==> src/rtl/apb2axi_pkg.sv <==
// Shared APB-to-AXI bridge definitions used by the RDF drain logic.
package apb2axi_pkg;

    localparam int TAG_W      = 4;
    localparam int AXI_DATA_W = 64;
    localparam int APB_DATA_W = 32;

    function automatic int rdf_ratio(input int axi_w, input int apb_w);
        return axi_w / apb_w;
    endfunction

    localparam int RDF_RATIO = rdf_ratio(AXI_DATA_W, APB_DATA_W);

    typedef enum logic [2:0] {
        RDF_IDLE  = 3'd0,
        RDF_REQ   = 3'd1,
        RDF_WAIT  = 3'd2,
        RDF_SERVE = 3'd3,
        RDF_DONE  = 3'd4
    } rdf_drain_state_e;

endpackage

==> src/rtl/apb2axi_rdf_drain_if.sv <==
// Signal bundle between the RDF drain block, the APB register block and the RDF.
interface apb2axi_rdf_drain_if #(
    parameter int AXI_DATA_W = apb2axi_pkg::AXI_DATA_W,
    parameter int APB_DATA_W = apb2axi_pkg::APB_DATA_W,
    parameter int TAG_W      = apb2axi_pkg::TAG_W
);
    logic                    drain_start;
    logic [TAG_W-1:0]        drain_tag;
    logic [7:0]              drain_beats;
    logic                    drain_busy;
    logic                    drain_done;
    logic                    drain_err;
    logic                    rdf_data_req;
    logic [TAG_W-1:0]        rdf_data_req_tag;
    logic                    rdf_data_valid;
    logic [AXI_DATA_W-1:0]   rdf_data_out;
    logic                    rdf_data_last;
    logic                    word_valid;
    logic [APB_DATA_W-1:0]   word_data;
    logic                    word_last;
    logic                    word_pop;
    apb2axi_pkg::rdf_drain_state_e dbg_state;

    // Handshakes: rdf_data_req and rdf_data_valid are single-cycle pulses with at
    // most one request outstanding; a word transfers in any cycle where both
    // word_valid and word_pop are high, and word_data holds until then.
    modport master (
        input  drain_start, drain_tag, drain_beats,
        output drain_busy, drain_done, drain_err,
        output rdf_data_req, rdf_data_req_tag,
        input  rdf_data_valid, rdf_data_out, rdf_data_last,
        output word_valid, word_data, word_last,
        input  word_pop,
        output dbg_state
    );

    modport slave (
        output drain_start, drain_tag, drain_beats,
        input  drain_busy, drain_done, drain_err,
        input  rdf_data_req, rdf_data_req_tag,
        output rdf_data_valid, rdf_data_out, rdf_data_last,
        input  word_valid, word_data, word_last,
        output word_pop,
        input  dbg_state
    );

endinterface

==> src/rtl/apb2axi_beat_splitter.sv <==
// Holds one RDF beat and walks it out as APB-width words, lowest slice first.
module apb2axi_beat_splitter #(
    parameter int AXI_DATA_W = apb2axi_pkg::AXI_DATA_W,
    parameter int APB_DATA_W = apb2axi_pkg::APB_DATA_W
) (
    input  logic                  clk_i,
    input  logic                  rst_ni,
    input  logic                  load_i,
    input  logic [AXI_DATA_W-1:0] beat_i,
    input  logic                  serve_i,
    input  logic                  pop_i,
    output logic                  word_valid_o,
    output logic [APB_DATA_W-1:0] word_data_o,
    output logic                  slice_last_o
);
    import apb2axi_pkg::*;

    localparam int RATIO = rdf_ratio(AXI_DATA_W, APB_DATA_W);
    localparam int IDX_W = (RATIO > 1) ? $clog2(RATIO) : 1;

    logic [RATIO-1:0][APB_DATA_W-1:0] buf_q, buf_d;
    logic [IDX_W-1:0]                 idx_q, idx_d;

    assign slice_last_o = (idx_q == IDX_W'(RATIO - 1));
    assign word_valid_o = serve_i;
    // Zero outside SERVE so a stale beat never shows on the word bus.
    assign word_data_o  = serve_i ? buf_q[idx_q] : '0;

    always_comb begin
        buf_d = buf_q;
        idx_d = idx_q;
        if (load_i) begin
            buf_d = beat_i;
            idx_d = '0;
        end else if (serve_i && pop_i) begin
            idx_d = slice_last_o ? '0 : idx_q + IDX_W'(1);
        end
    end

    always_ff @(posedge clk_i or negedge rst_ni) begin
        if (!rst_ni) begin
            buf_q <= '0;
            idx_q <= '0;
        end else begin
            buf_q <= buf_d;
            idx_q <= idx_d;
        end
    end

endmodule

==> src/rtl/apb2axi_rdf_drain.sv <==
// Drains one completed read tag from the RDF, one beat at a time, as APB words.
module apb2axi_rdf_drain #(
    parameter int AXI_DATA_W  = apb2axi_pkg::AXI_DATA_W,
    parameter int APB_DATA_W  = apb2axi_pkg::APB_DATA_W,
    parameter int TAG_W       = apb2axi_pkg::TAG_W,
    parameter int MAX_RSP_LAT = 15
) (
    input  logic PCLK,
    input  logic PRESETn,
    apb2axi_rdf_drain_if.master bus
);
    import apb2axi_pkg::*;

    localparam int LAT_W = $clog2(MAX_RSP_LAT + 1);

    rdf_drain_state_e  state_q, state_d;
    logic [TAG_W-1:0]  tag_q, tag_d;
    logic [7:0]        beats_q, beats_d;
    logic [7:0]        beat_cnt_q, beat_cnt_d;
    logic [LAT_W-1:0]  wait_cnt_q, wait_cnt_d;
    logic              err_q, err_d;
    logic              beat_last_q, beat_last_d;
    logic              load;
    logic              serve;
    logic              slice_last;

    assign serve = (state_q == RDF_SERVE);

    apb2axi_beat_splitter #(
        .AXI_DATA_W (AXI_DATA_W),
        .APB_DATA_W (APB_DATA_W)
    ) u_splitter (
        .clk_i        (PCLK),
        .rst_ni       (PRESETn),
        .load_i       (load),
        .beat_i       (bus.rdf_data_out),
        .serve_i      (serve),
        .pop_i        (bus.word_pop),
        .word_valid_o (bus.word_valid),
        .word_data_o  (bus.word_data),
        .slice_last_o (slice_last)
    );

    always_comb begin
        state_d     = state_q;
        tag_d       = tag_q;
        beats_d     = beats_q;
        beat_cnt_d  = beat_cnt_q;
        wait_cnt_d  = wait_cnt_q;
        err_d       = err_q;
        beat_last_d = beat_last_q;
        load        = 1'b0;
        case (state_q)
            RDF_IDLE: begin
                if (bus.drain_start) begin
                    tag_d       = bus.drain_tag;
                    beats_d     = bus.drain_beats;
                    beat_cnt_d  = 8'd0;
                    beat_last_d = 1'b0;
                    err_d       = (bus.drain_beats == 8'd0);
                    state_d     = (bus.drain_beats == 8'd0) ? RDF_DONE : RDF_REQ;
                end
            end
            RDF_REQ: begin
                wait_cnt_d = '0;
                state_d    = RDF_WAIT;
                if (bus.rdf_data_valid) err_d = 1'b1;
            end
            RDF_WAIT: begin
                if (bus.rdf_data_valid) begin
                    load        = 1'b1;
                    beat_cnt_d  = beat_cnt_q + 8'd1;
                    beat_last_d = bus.rdf_data_last;
                    state_d     = RDF_SERVE;
                end else if (wait_cnt_q == LAT_W'(MAX_RSP_LAT - 1)) begin
                    err_d   = 1'b1;
                    state_d = RDF_DONE;
                end else begin
                    wait_cnt_d = wait_cnt_q + LAT_W'(1);
                end
            end
            RDF_SERVE: begin
                if (bus.rdf_data_valid) err_d = 1'b1;
                // Beat count and last flag must agree once the beat is fully consumed.
                if (bus.word_pop && slice_last) begin
                    if (beat_cnt_q == beats_q) begin
                        if (!beat_last_q) err_d = 1'b1;
                        state_d = RDF_DONE;
                    end else if (beat_last_q) begin
                        err_d   = 1'b1;
                        state_d = RDF_DONE;
                    end else begin
                        state_d = RDF_REQ;
                    end
                end
            end
            RDF_DONE: state_d = RDF_IDLE;
            default:  state_d = RDF_IDLE;
        endcase
    end

    always_ff @(posedge PCLK or negedge PRESETn) begin
        if (!PRESETn) begin
            state_q     <= RDF_IDLE;
            tag_q       <= '0;
            beats_q     <= '0;
            beat_cnt_q  <= '0;
            wait_cnt_q  <= '0;
            err_q       <= 1'b0;
            beat_last_q <= 1'b0;
        end else begin
            state_q     <= state_d;
            tag_q       <= tag_d;
            beats_q     <= beats_d;
            beat_cnt_q  <= beat_cnt_d;
            wait_cnt_q  <= wait_cnt_d;
            err_q       <= err_d;
            beat_last_q <= beat_last_d;
        end
    end

    assign bus.drain_busy       = (state_q == RDF_REQ) || (state_q == RDF_WAIT) || serve;
    assign bus.drain_done       = (state_q == RDF_DONE);
    assign bus.drain_err        = err_q;
    assign bus.rdf_data_req     = (state_q == RDF_REQ);
    assign bus.rdf_data_req_tag = (state_q == RDF_REQ) ? tag_q : '0;
    assign bus.word_last        = serve && slice_last && (beat_cnt_q == beats_q);
    assign bus.dbg_state        = state_q;

endmodule

==> src/flat_wrapper.sv <==
// flat-port wrapper written by rule: the top's interface ports become plain ports
module apb2axi_rdf_drain_flat import apb2axi_pkg::*;
#(
    parameter int AXI_DATA_W  = apb2axi_pkg::AXI_DATA_W,
    parameter int APB_DATA_W  = apb2axi_pkg::APB_DATA_W,
    parameter int TAG_W       = apb2axi_pkg::TAG_W,
    parameter int MAX_RSP_LAT = 15
)
  (PCLK, PRESETn, bus_drain_start, bus_drain_tag, bus_drain_beats, bus_drain_busy, bus_drain_done, bus_drain_err, bus_rdf_data_req, bus_rdf_data_req_tag, bus_rdf_data_valid, bus_rdf_data_out, bus_rdf_data_last, bus_word_valid, bus_word_data, bus_word_last, bus_word_pop, bus_dbg_state);
  apb2axi_rdf_drain_if #(.AXI_DATA_W(AXI_DATA_W), .APB_DATA_W(APB_DATA_W), .TAG_W(TAG_W)) bus_i ();
  input  logic PCLK;
  input  logic PRESETn;
  input wire logic [$bits(bus_i.drain_start)-1:0] bus_drain_start;
  input wire logic [$bits(bus_i.drain_tag)-1:0] bus_drain_tag;
  input wire logic [$bits(bus_i.drain_beats)-1:0] bus_drain_beats;
  output wire logic [$bits(bus_i.drain_busy)-1:0] bus_drain_busy;
  output wire logic [$bits(bus_i.drain_done)-1:0] bus_drain_done;
  output wire logic [$bits(bus_i.drain_err)-1:0] bus_drain_err;
  output wire logic [$bits(bus_i.rdf_data_req)-1:0] bus_rdf_data_req;
  output wire logic [$bits(bus_i.rdf_data_req_tag)-1:0] bus_rdf_data_req_tag;
  input wire logic [$bits(bus_i.rdf_data_valid)-1:0] bus_rdf_data_valid;
  input wire logic [$bits(bus_i.rdf_data_out)-1:0] bus_rdf_data_out;
  input wire logic [$bits(bus_i.rdf_data_last)-1:0] bus_rdf_data_last;
  output wire logic [$bits(bus_i.word_valid)-1:0] bus_word_valid;
  output wire logic [$bits(bus_i.word_data)-1:0] bus_word_data;
  output wire logic [$bits(bus_i.word_last)-1:0] bus_word_last;
  input wire logic [$bits(bus_i.word_pop)-1:0] bus_word_pop;
  output wire logic [$bits(bus_i.dbg_state)-1:0] bus_dbg_state;
  assign bus_i.drain_start = bus_drain_start;
  assign bus_i.drain_tag = bus_drain_tag;
  assign bus_i.drain_beats = bus_drain_beats;
  assign bus_drain_busy = bus_i.drain_busy;
  assign bus_drain_done = bus_i.drain_done;
  assign bus_drain_err = bus_i.drain_err;
  assign bus_rdf_data_req = bus_i.rdf_data_req;
  assign bus_rdf_data_req_tag = bus_i.rdf_data_req_tag;
  assign bus_i.rdf_data_valid = bus_rdf_data_valid;
  assign bus_i.rdf_data_out = bus_rdf_data_out;
  assign bus_i.rdf_data_last = bus_rdf_data_last;
  assign bus_word_valid = bus_i.word_valid;
  assign bus_word_data = bus_i.word_data;
  assign bus_word_last = bus_i.word_last;
  assign bus_i.word_pop = bus_word_pop;
  assign bus_dbg_state = bus_i.dbg_state;
  apb2axi_rdf_drain #(.AXI_DATA_W(AXI_DATA_W), .APB_DATA_W(APB_DATA_W), .TAG_W(TAG_W), .MAX_RSP_LAT(MAX_RSP_LAT)) u_core (.PCLK(PCLK), .PRESETn(PRESETn), .bus(bus_i));
endmodule
==> config.mk <==
export PLATFORM = sky130hd
export DESIGN_NAME = apb2axi_rdf_drain_flat
export DESIGN_NICKNAME = d
export VERILOG_FILES = /design/src/rtl/apb2axi_pkg.sv /design/src/rtl/apb2axi_rdf_drain_if.sv /design/src/rtl/apb2axi_beat_splitter.sv /design/src/rtl/apb2axi_rdf_drain.sv /design/src/flat_wrapper.sv
export SDC_FILE = /design/constraint.sdc
export NUM_CORES = 1
export LEC_CHECK = 0
export CORE_UTILIZATION = 44
export DETAILED_ROUTE_END_ITERATION = 10
export PLACE_DENSITY = 0.8
export SLEW_MARGIN = 5
export SYNTH_ARGS = -nofsm -noshare
export SYNTH_HDL_FRONTEND = slang
export SYNTH_HIERARCHICAL = 1
export SYNTH_SLANG_ARGS = --single-unit
==> constraint.sdc <==
create_clock -name PCLK -period 1.75 [get_ports PCLK]
set_input_delay 0.525 -clock PCLK [delete_from_list [all_inputs] [get_ports PCLK]]
set_output_delay 0.525 -clock PCLK [all_outputs]
set_load 0.02 [all_outputs]
==> impl_results.md, run 1 <==
* Number of DRC markers in iteration 0 at 114
* GR Util All Layers at 0.231
* Ys async rst share at 1.00
* Largest net degree at the start of global routing at 46
* Antenna viol nets, final at 0
* Synth cell types at 44
* Synth Flop Type: dfrtp_1
* Max_cap viols at 0
* Clock Sinks at 94
* Clock slew at reported path FFs at 0.09 ns
* Final wirelength at 13900 um
* Max frequency at 466 MHz
* Leak pwr at 3.46 nW
* Synthesized instance count at 363
* Total power at 13.8 mW
* First-pass GRT wire length at 20400 um
* Row count at 37
* DR vias at 3717
* Mapped Nets at 448
* Core region area at 10500 um^2
* Vias in the first global route at 3959
* Starting density of the core at 0.460
* RR Endpoint: u_core/beat_cnt_q[3]$_DFFE_PN0P_
* Post-route DRC violation count at 0
* Area Growth Syn to Fin at 64.8%
* I/O Buffers at 126
* Clock root buffer: clkbuf_8
* Antenna violations before repair at 0
* HPWL after detailed placement at 8000 um
* Tcrit/Tclk final at 1.23
* Reg2Reg Depth at 9
* Power per cell area at 1750 nW/um^2
* CTS Hold Bufs at 0
* Final Hold Viols at 0
* Worst setup path class: reg2out
* Worst hold path class: in2async
* Crit path required time at 1.22 ns
* GRT overflow at 0
* RSZ-0062 raised after global routing: yes
* Max Slew Vio Count at 0
* Final GP Congestion at 0.757
* Vert. Die Dim at 107 um
* CTS Buf Count at 9
* Mean routed wirelength per cell at 19.7 um
* Die width at 107 um
* Endpoints failing setup at 113
* Status: finished, violations left
* Mapped Area at 4810 um^2
* Setup TNS at -18.58 ns
* DR vias/cell at 5.29
* Ports at 127
* #FFs+latches synth at 94
* Max clock buf depth at 2
* Layout cells sized above 1 at 0.549
* Setup ws final at -0.396 ns
* First-pass iteration count of the detailed router at 4
* EDFF count, synth at 0
* CP Launch Type: flip-flop
* Worst-Skew Late Latency at 0.35 ns
* Reg2reg start: u_core/bus.dbg_state[0]$_DFFE_PN0P_
* Post-synthesis sequential area ratio at 0.489
* Diodes inserted at 0
* Worst vdd ir at 868 uV
* Crit path DAT at 1.62 ns
* Syn avg cell area at 13.3 um^2
* Htree depth at 3
* DIE AREA at 11400 um^2
* Failing checks: negative setup slack
* Max-slew headroom at 0.710
* R2R Setup Slk at -0.17 ns
* # nets final at 648
* Min Tclk post-route at 2.15 ns
* Yosys warning count at 6
* Kind of end point of the critical path: primary output
* Final Skew at 0.0105 ns
* Worst-margin pin slew at 0.435 ns
* CP max FO at 7
* CTS tree: built
## worst max-delay path: stages, from the launching register on
cell,delay (ns)
dfrtp_2,0.41
and3b_2,0.27
buf_6,0.15
buf_16,0.14
and3_4,0.19
buf_6,0.11
## layout by cell type (no fill, tap or decap), drive strengths merged, types with 3 or more instances in the layout
cell type and n:
nor2b 34, inv 4, mux2 76, dfrtp 94
nand2 8, clkbuf 15, and3 8, nand4 6
buf 126, xor2 4, o21ai 7, nor4 3
nor3 3, xnor2 11, ha 3, nand3 4
a21oi 5, nor2 18, mux2i 32, clkdlybuf4s50 79
## cells by family after synthesis
group / Yosys count / synth area share
AOI/OAI and AO/OA: 23 / 0.0330
adders and majority gates: 3 / 0.00780
xor gates and xnor gates: 15 / 0.0273
muxes: 108 / 0.283
and+or+nand+nor: 94 / 0.116
buffers and inverters: 26 / 0.0442
DFF: 94 / 0.489
## metal layers
metal / wire (um) / up-vias / part of all wire / global-route usage
met5: 0 / - / 0 / 0
met4: 209 / 0 / 0.015 / 0.0665
met3: 887 / 16 / 0.064 / 0.0547
met2: 6700 / 149 / 0.48 / 0.380
met1: 6080 / 1880 / 0.44 / 0.306
li1: - / 1672 / - / -
## cell type report
| type | count | area (um^2) |
|---|---|---|
| Inverter | 3 | 11.3 |
| Clock buffer | 10 | 128 |
| Timing Repair Buffer | 212 | 2340 |
| Fill cell | 619 | 2530 |
| Sequential cell | 94 | 2360 |
| Tap cell | 136 | 170 |
| Multi-Input combinational cell | 243 | 2840 |
| Clock inverter | 5 | 83.8 |
## cell usage after synthesis, types with 2 or more instances
| library cell | instances | area, um^2 |
|---|---|---|
| dfrtp_1 | 94 | 2350 |
| xor2_1 | 4 | 35.0 |
| a211o_1 | 2 | 17.5 |
| clkbuf_1 | 5 | 18.8 |
| buf_2 | 4 | 20.0 |
| nand2_1 | 7 | 26.3 |
| nand3_1 | 4 | 20.0 |
| o21ai_0 | 7 | 35.0 |
| xnor2_1 | 11 | 96.3 |
| a22o_1 | 2 | 17.5 |
| nor4_1 | 3 | 18.8 |
| mux2_4 | 49 | 736 |
| nand4_1 | 5 | 31.3 |
| a21oi_1 | 4 | 20.0 |
| mux2_2 | 27 | 304 |
| inv_1 | 3 | 11.3 |
| and2_1 | 2 | 12.5 |
| mux2i_1 | 32 | 320 |
| ha_1 | 3 | 37.5 |
| nor3_1 | 3 | 15.0 |
| nor2b_1 | 34 | 213 |
| and3_1 | 8 | 50.1 |
| nor2_1 | 18 | 67.6 |
| buf_6 | 12 | 135 |
## per-stage QoR
step / hold slack (ns) / setup WS [ns] / cell area, um^2 / cells / util
floorplan: 0.229 / 0.00902 / 5060 / 363 / -
global placement: 0.481 / -0.401 / 6820 / 657 / 0.652
detailed placement: 0.491 / -0.442 / 6820 / 657 / 0.652
CTS: 0.113 / -0.405 / 7590 / 694 / 0.725
global route: 0.117 / -0.439 / 7930 / 703 / 0.758
finish: 0.108 / -0.396 / 7930 / 703 / 0.758
## timing repair
action | CTS | global route
gates cloned | 6 | 5
setup buffers | 16 | 9
endpoints found under the setup margin | 67 | 132
pin swaps | 18 | 8
gates resized for setup | 324 | 57
## flip-flops by register name, summed over array words and instances (netlist names)
register,count
u_core/u_splitter/buf_q,64
u_core/beats_q,8
u_core/beat_last_q,1
u_core/tag_q,4
u_core/wait_cnt_q,4
u_core/u_splitter/slice_last_o,1
u_core/bus.drain_err,1
u_core/beat_cnt_q,8
u_core/bus.dbg_state,3
## how the worst max path moves through the flow
stage,from,end,slack (ns)
6_report,u_core/bus.dbg_state[2]$_DFFE_PN0P_,bus_word_last,-0.40
5_1_grt,u_core/beat_cnt_q[4]$_DFFE_PN0P_,bus_word_last,-0.44
4_1_cts,u_core/bus.dbg_state[1]$_DFFE_PN0P_,bus_word_data[8],-0.41
3_5_place_dp,u_core/beat_cnt_q[2]$_DFFE_PN0P_,bus_word_last,-0.44
3_3_place_gp,u_core/bus.dbg_state[2]$_DFFE_PN0P_,bus_word_last,-0.40
2_1_floorplan,u_core/bus.dbg_state[2]$_DFFE_PN0P_,bus_word_data[0],0.009
## power breakdown
part | leakage [nW] | switching [mW] | total (mW) | internal (mW)
registers | 1.13 | 0.799 | 4.02 | 3.22
logic | 2.23 | 3.28 | 8.27 | 4.99
clock network | 0.0990 | 0.749 | 1.55 | 0.803
No activity file was read; power rests on OpenSTA's default activity.
==> run 2, diff against run 1 <==
Settings changed: TNS_END_PERCENT from default to 5.
==> impl_results.md, run 2 (same netlist as run 1, synthesis figures left out) <==
* Antenna violations before repair at 0 (unchanged)
* Final wirelength at 12600 um (-9.3%)
* I/O Buffers at 126 (unchanged)
* # nets final at 631 (-2.6%)
* CP Cell Sequence: and3b_2 > buf_6 > buf_12 > nor2b_4 > buf_6
* Highest-count cells in the layout ignoring fill and taps: dfrtp_1 (90), clkdlybuf4s50_1 (80), buf_4 (50), mux2_4 (50), buf_6 (44)
* Endpoints failing setup at 76 (-33%)
* CP max FO at 8 (+1)
* Worst setup path class: reg2out
* Most flop-heavy register: u_core/u_splitter/buf_q
* Largest net degree at the start of global routing at 39 (-15%)
* Mean routed wirelength per cell at 18.3 um (-7.1%)
* Kind of end point of the critical path: primary output
* Worst vdd ir at 968 uV (+12%)
* First-pass GRT wire length at 19600 um (-4.0%)
* Row count at 37 (unchanged)
* Tcrit/Tclk final at 1.22 (-0.00203)
* CP delay by family, top: simple AND/OR/NAND/NOR gates
* Max clock buf depth at 2 (unchanged)
* Worst-margin pin slew at 0.405 ns (-0.0297 ns)
* Ports at 127 (unchanged)
* Inst Count DP at 655 (-0.30%)
* Htree depth at 3 (unchanged)
* Max_cap viols at 0 (unchanged)
* CP max stage delay at 0.42 ns (about the same)
* Crit path required time at 1.22 ns (about the same)
* Max frequency at 467 MHz (+0.17%)
* Status: finished, violations left
* Clock root buffer: clkbuf_8
* Starting density of the core at 0.460 (unchanged)
* Diodes inserted at 0 (unchanged)
* Setup TNS at -13.81 ns (+4.77 ns)
* Final instance area at 7640 um^2 (-3.7%)
* CP Depth at 5 (unchanged)
* Final Hold Viols at 0 (unchanged)
* Setup ws final at -0.393 ns (+0.00355 ns)
* Power per cell area at 1730 nW/um^2 (-0.88%)
* Worst-Skew Late Latency at 0.37 ns (+0.02 ns)
* Clock Sinks at 94 (unchanged)
* RSZ-0062 raised after global routing: yes
* GR Util All Layers at 0.224 (-0.00761)
* Final Skew at 0.0121 ns (+0.00167 ns)
* Clock slew at reported path FFs at 0.11 ns (+0.02 ns)
* Commonest non-fill, non-tap cell in the layout: dfrtp_1
* Core region area at 10500 um^2 (unchanged)
* Number of DRC markers in iteration 0 at 127 (+11%)
* CP Launch Type: flip-flop
* Fillers at 664 (+7.3%)
* Leak pwr at 3.24 nW (-6.4%)
* Buf/Inv on CP at 3 (unchanged)
* Post-route DRC violation count at 0 (unchanged)
* GRT overflow at 0 (unchanged)
* First-pass iteration count of the detailed router at 4 (unchanged)
* Area Growth Syn to Fin at 58.8%
* Area post-placement at 6810 um^2 (-0.11%)
* Failing checks: negative setup slack
* Die width at 107 um (unchanged)
* Max-slew headroom at 0.730 (+0.0198)
* Vias in the first global route at 3822 (-3.5%)
* HPWL after detailed placement at 8070 um (+0.86%)
* CTS Buf Count at 9 (unchanged)
* Largest regs: u_core/u_splitter/buf_q (64), u_core/beat_cnt_q (8), u_core/beats_q (8)
* CTS tree: built
* Reg2Reg Depth at 7 (-2)
* Layout cells sized above 1 at 0.515 (-0.0331)
* Crit path top cell by count: buf_6
* CP max stage cell: dfrtp_2
* Antenna viol nets, final at 0 (unchanged)
* Worst hold path class: in2async
* Max Slew Vio Count at 0 (unchanged)
* DIE AREA at 11400 um^2 (unchanged)
* CTS Hold Bufs at 0 (unchanged)
* Final GP Congestion at 0.778 (+2.8%)
* Crit path DAT at 1.62 ns (about the same)
* Finished Layout Cells at 687 (-2.3%)
* Min Tclk post-route at 2.14 ns (-0.00355 ns)
* DR vias/cell at 5.16 (-2.4%)
* DR vias at 3544 (-4.7%)
* Vert. Die Dim at 107 um (unchanged)
* Total power at 13.2 mW (-4.5%)
* Max FFs per register at 64 (unchanged)
run 2: cell types whose count changed in the layout (fill, tap and decap cells not counted), moves of 6 or more:
cell and delta:
mux2i_2 -14, mux2i_1 -6, mux2_4 -26, mux2_2 +26
mux2i_4 +20, buf_6 -12
run 2: final timing paths:
kind                                                      from                                endpoint  slack, ns
min                                                    PRESETn           u_core/beats_q[1]$_DFFE_PN0P_       0.08
max in group asynchronous                              PRESETn  u_core/u_splitter/buf_q[2]$_DFFE_PN0P_       1.13
min in group PCLK             u_core/wait_cnt_q[3]$_DFFE_PN0P_        u_core/wait_cnt_q[3]$_DFFE_PN0P_       0.52
max                        u_core/bus.dbg_state[2]$_DFFE_PN0P_                       bus_word_data[27]      -0.39
max reg2reg                u_core/bus.dbg_state[2]$_DFFE_PN0P_        u_core/bus.drain_err$_DFFE_PN0P_      -0.13
min reg2reg                   u_core/wait_cnt_q[3]$_DFFE_PN0P_        u_core/wait_cnt_q[3]$_DFFE_PN0P_       0.52
run 2: layout make-up:
| class | count | area (um^2) | share of cell area |
|---|---|---|---|
| multi-input combinational | 243 | 2840 | 0.371 |
| sequential | 94 | 2360 | 0.309 |
| timing repair buffer | 195 | 2060 | 0.270 |
| tap | 136 | 170 | 0.0223 |
| clock buffer | 10 | 128 | 0.0167 |
| clock inverter | 6 | 75.1 | 0.00983 |
| inverter | 3 | 11.3 | 0.00147 |
run 2: routing by layer:
metal / GRT usage / vias to the layer above / share of wire
met1: 0.281 / 1770 / 0.41
met5: 0 / - / 0
met3: 0.0754 / 17 / 0.069
met4: 0.0499 / 0 / 0.013
met2: 0.374 / 118 / 0.50
li1: - / 1639 / -
run 2: what timing repair did:
action,in CTS,in global routing
pin swaps,4,11
buffers inserted,8,4
setup endpoints to repair,63,111
gates resized for setup,296,38
cloned,3,2
run 2: through the flow:
stage               setup WS, ns  hold WS, ns   util
floorplan               -0.00211        0.229      -
global placement          -0.435        0.481  0.651
detailed placement        -0.457        0.478  0.651
CTS                       -0.392       0.0748  0.710
global route              -0.501       0.0827  0.730
finish                    -0.393       0.0774  0.730
run 2: power by group:
group	switching, mW	internal [mW]	leakage [nW]
clock	0.826	0.687	0.0998
combinational	3.01	4.54	2.01
sequential	0.949	3.22	1.13
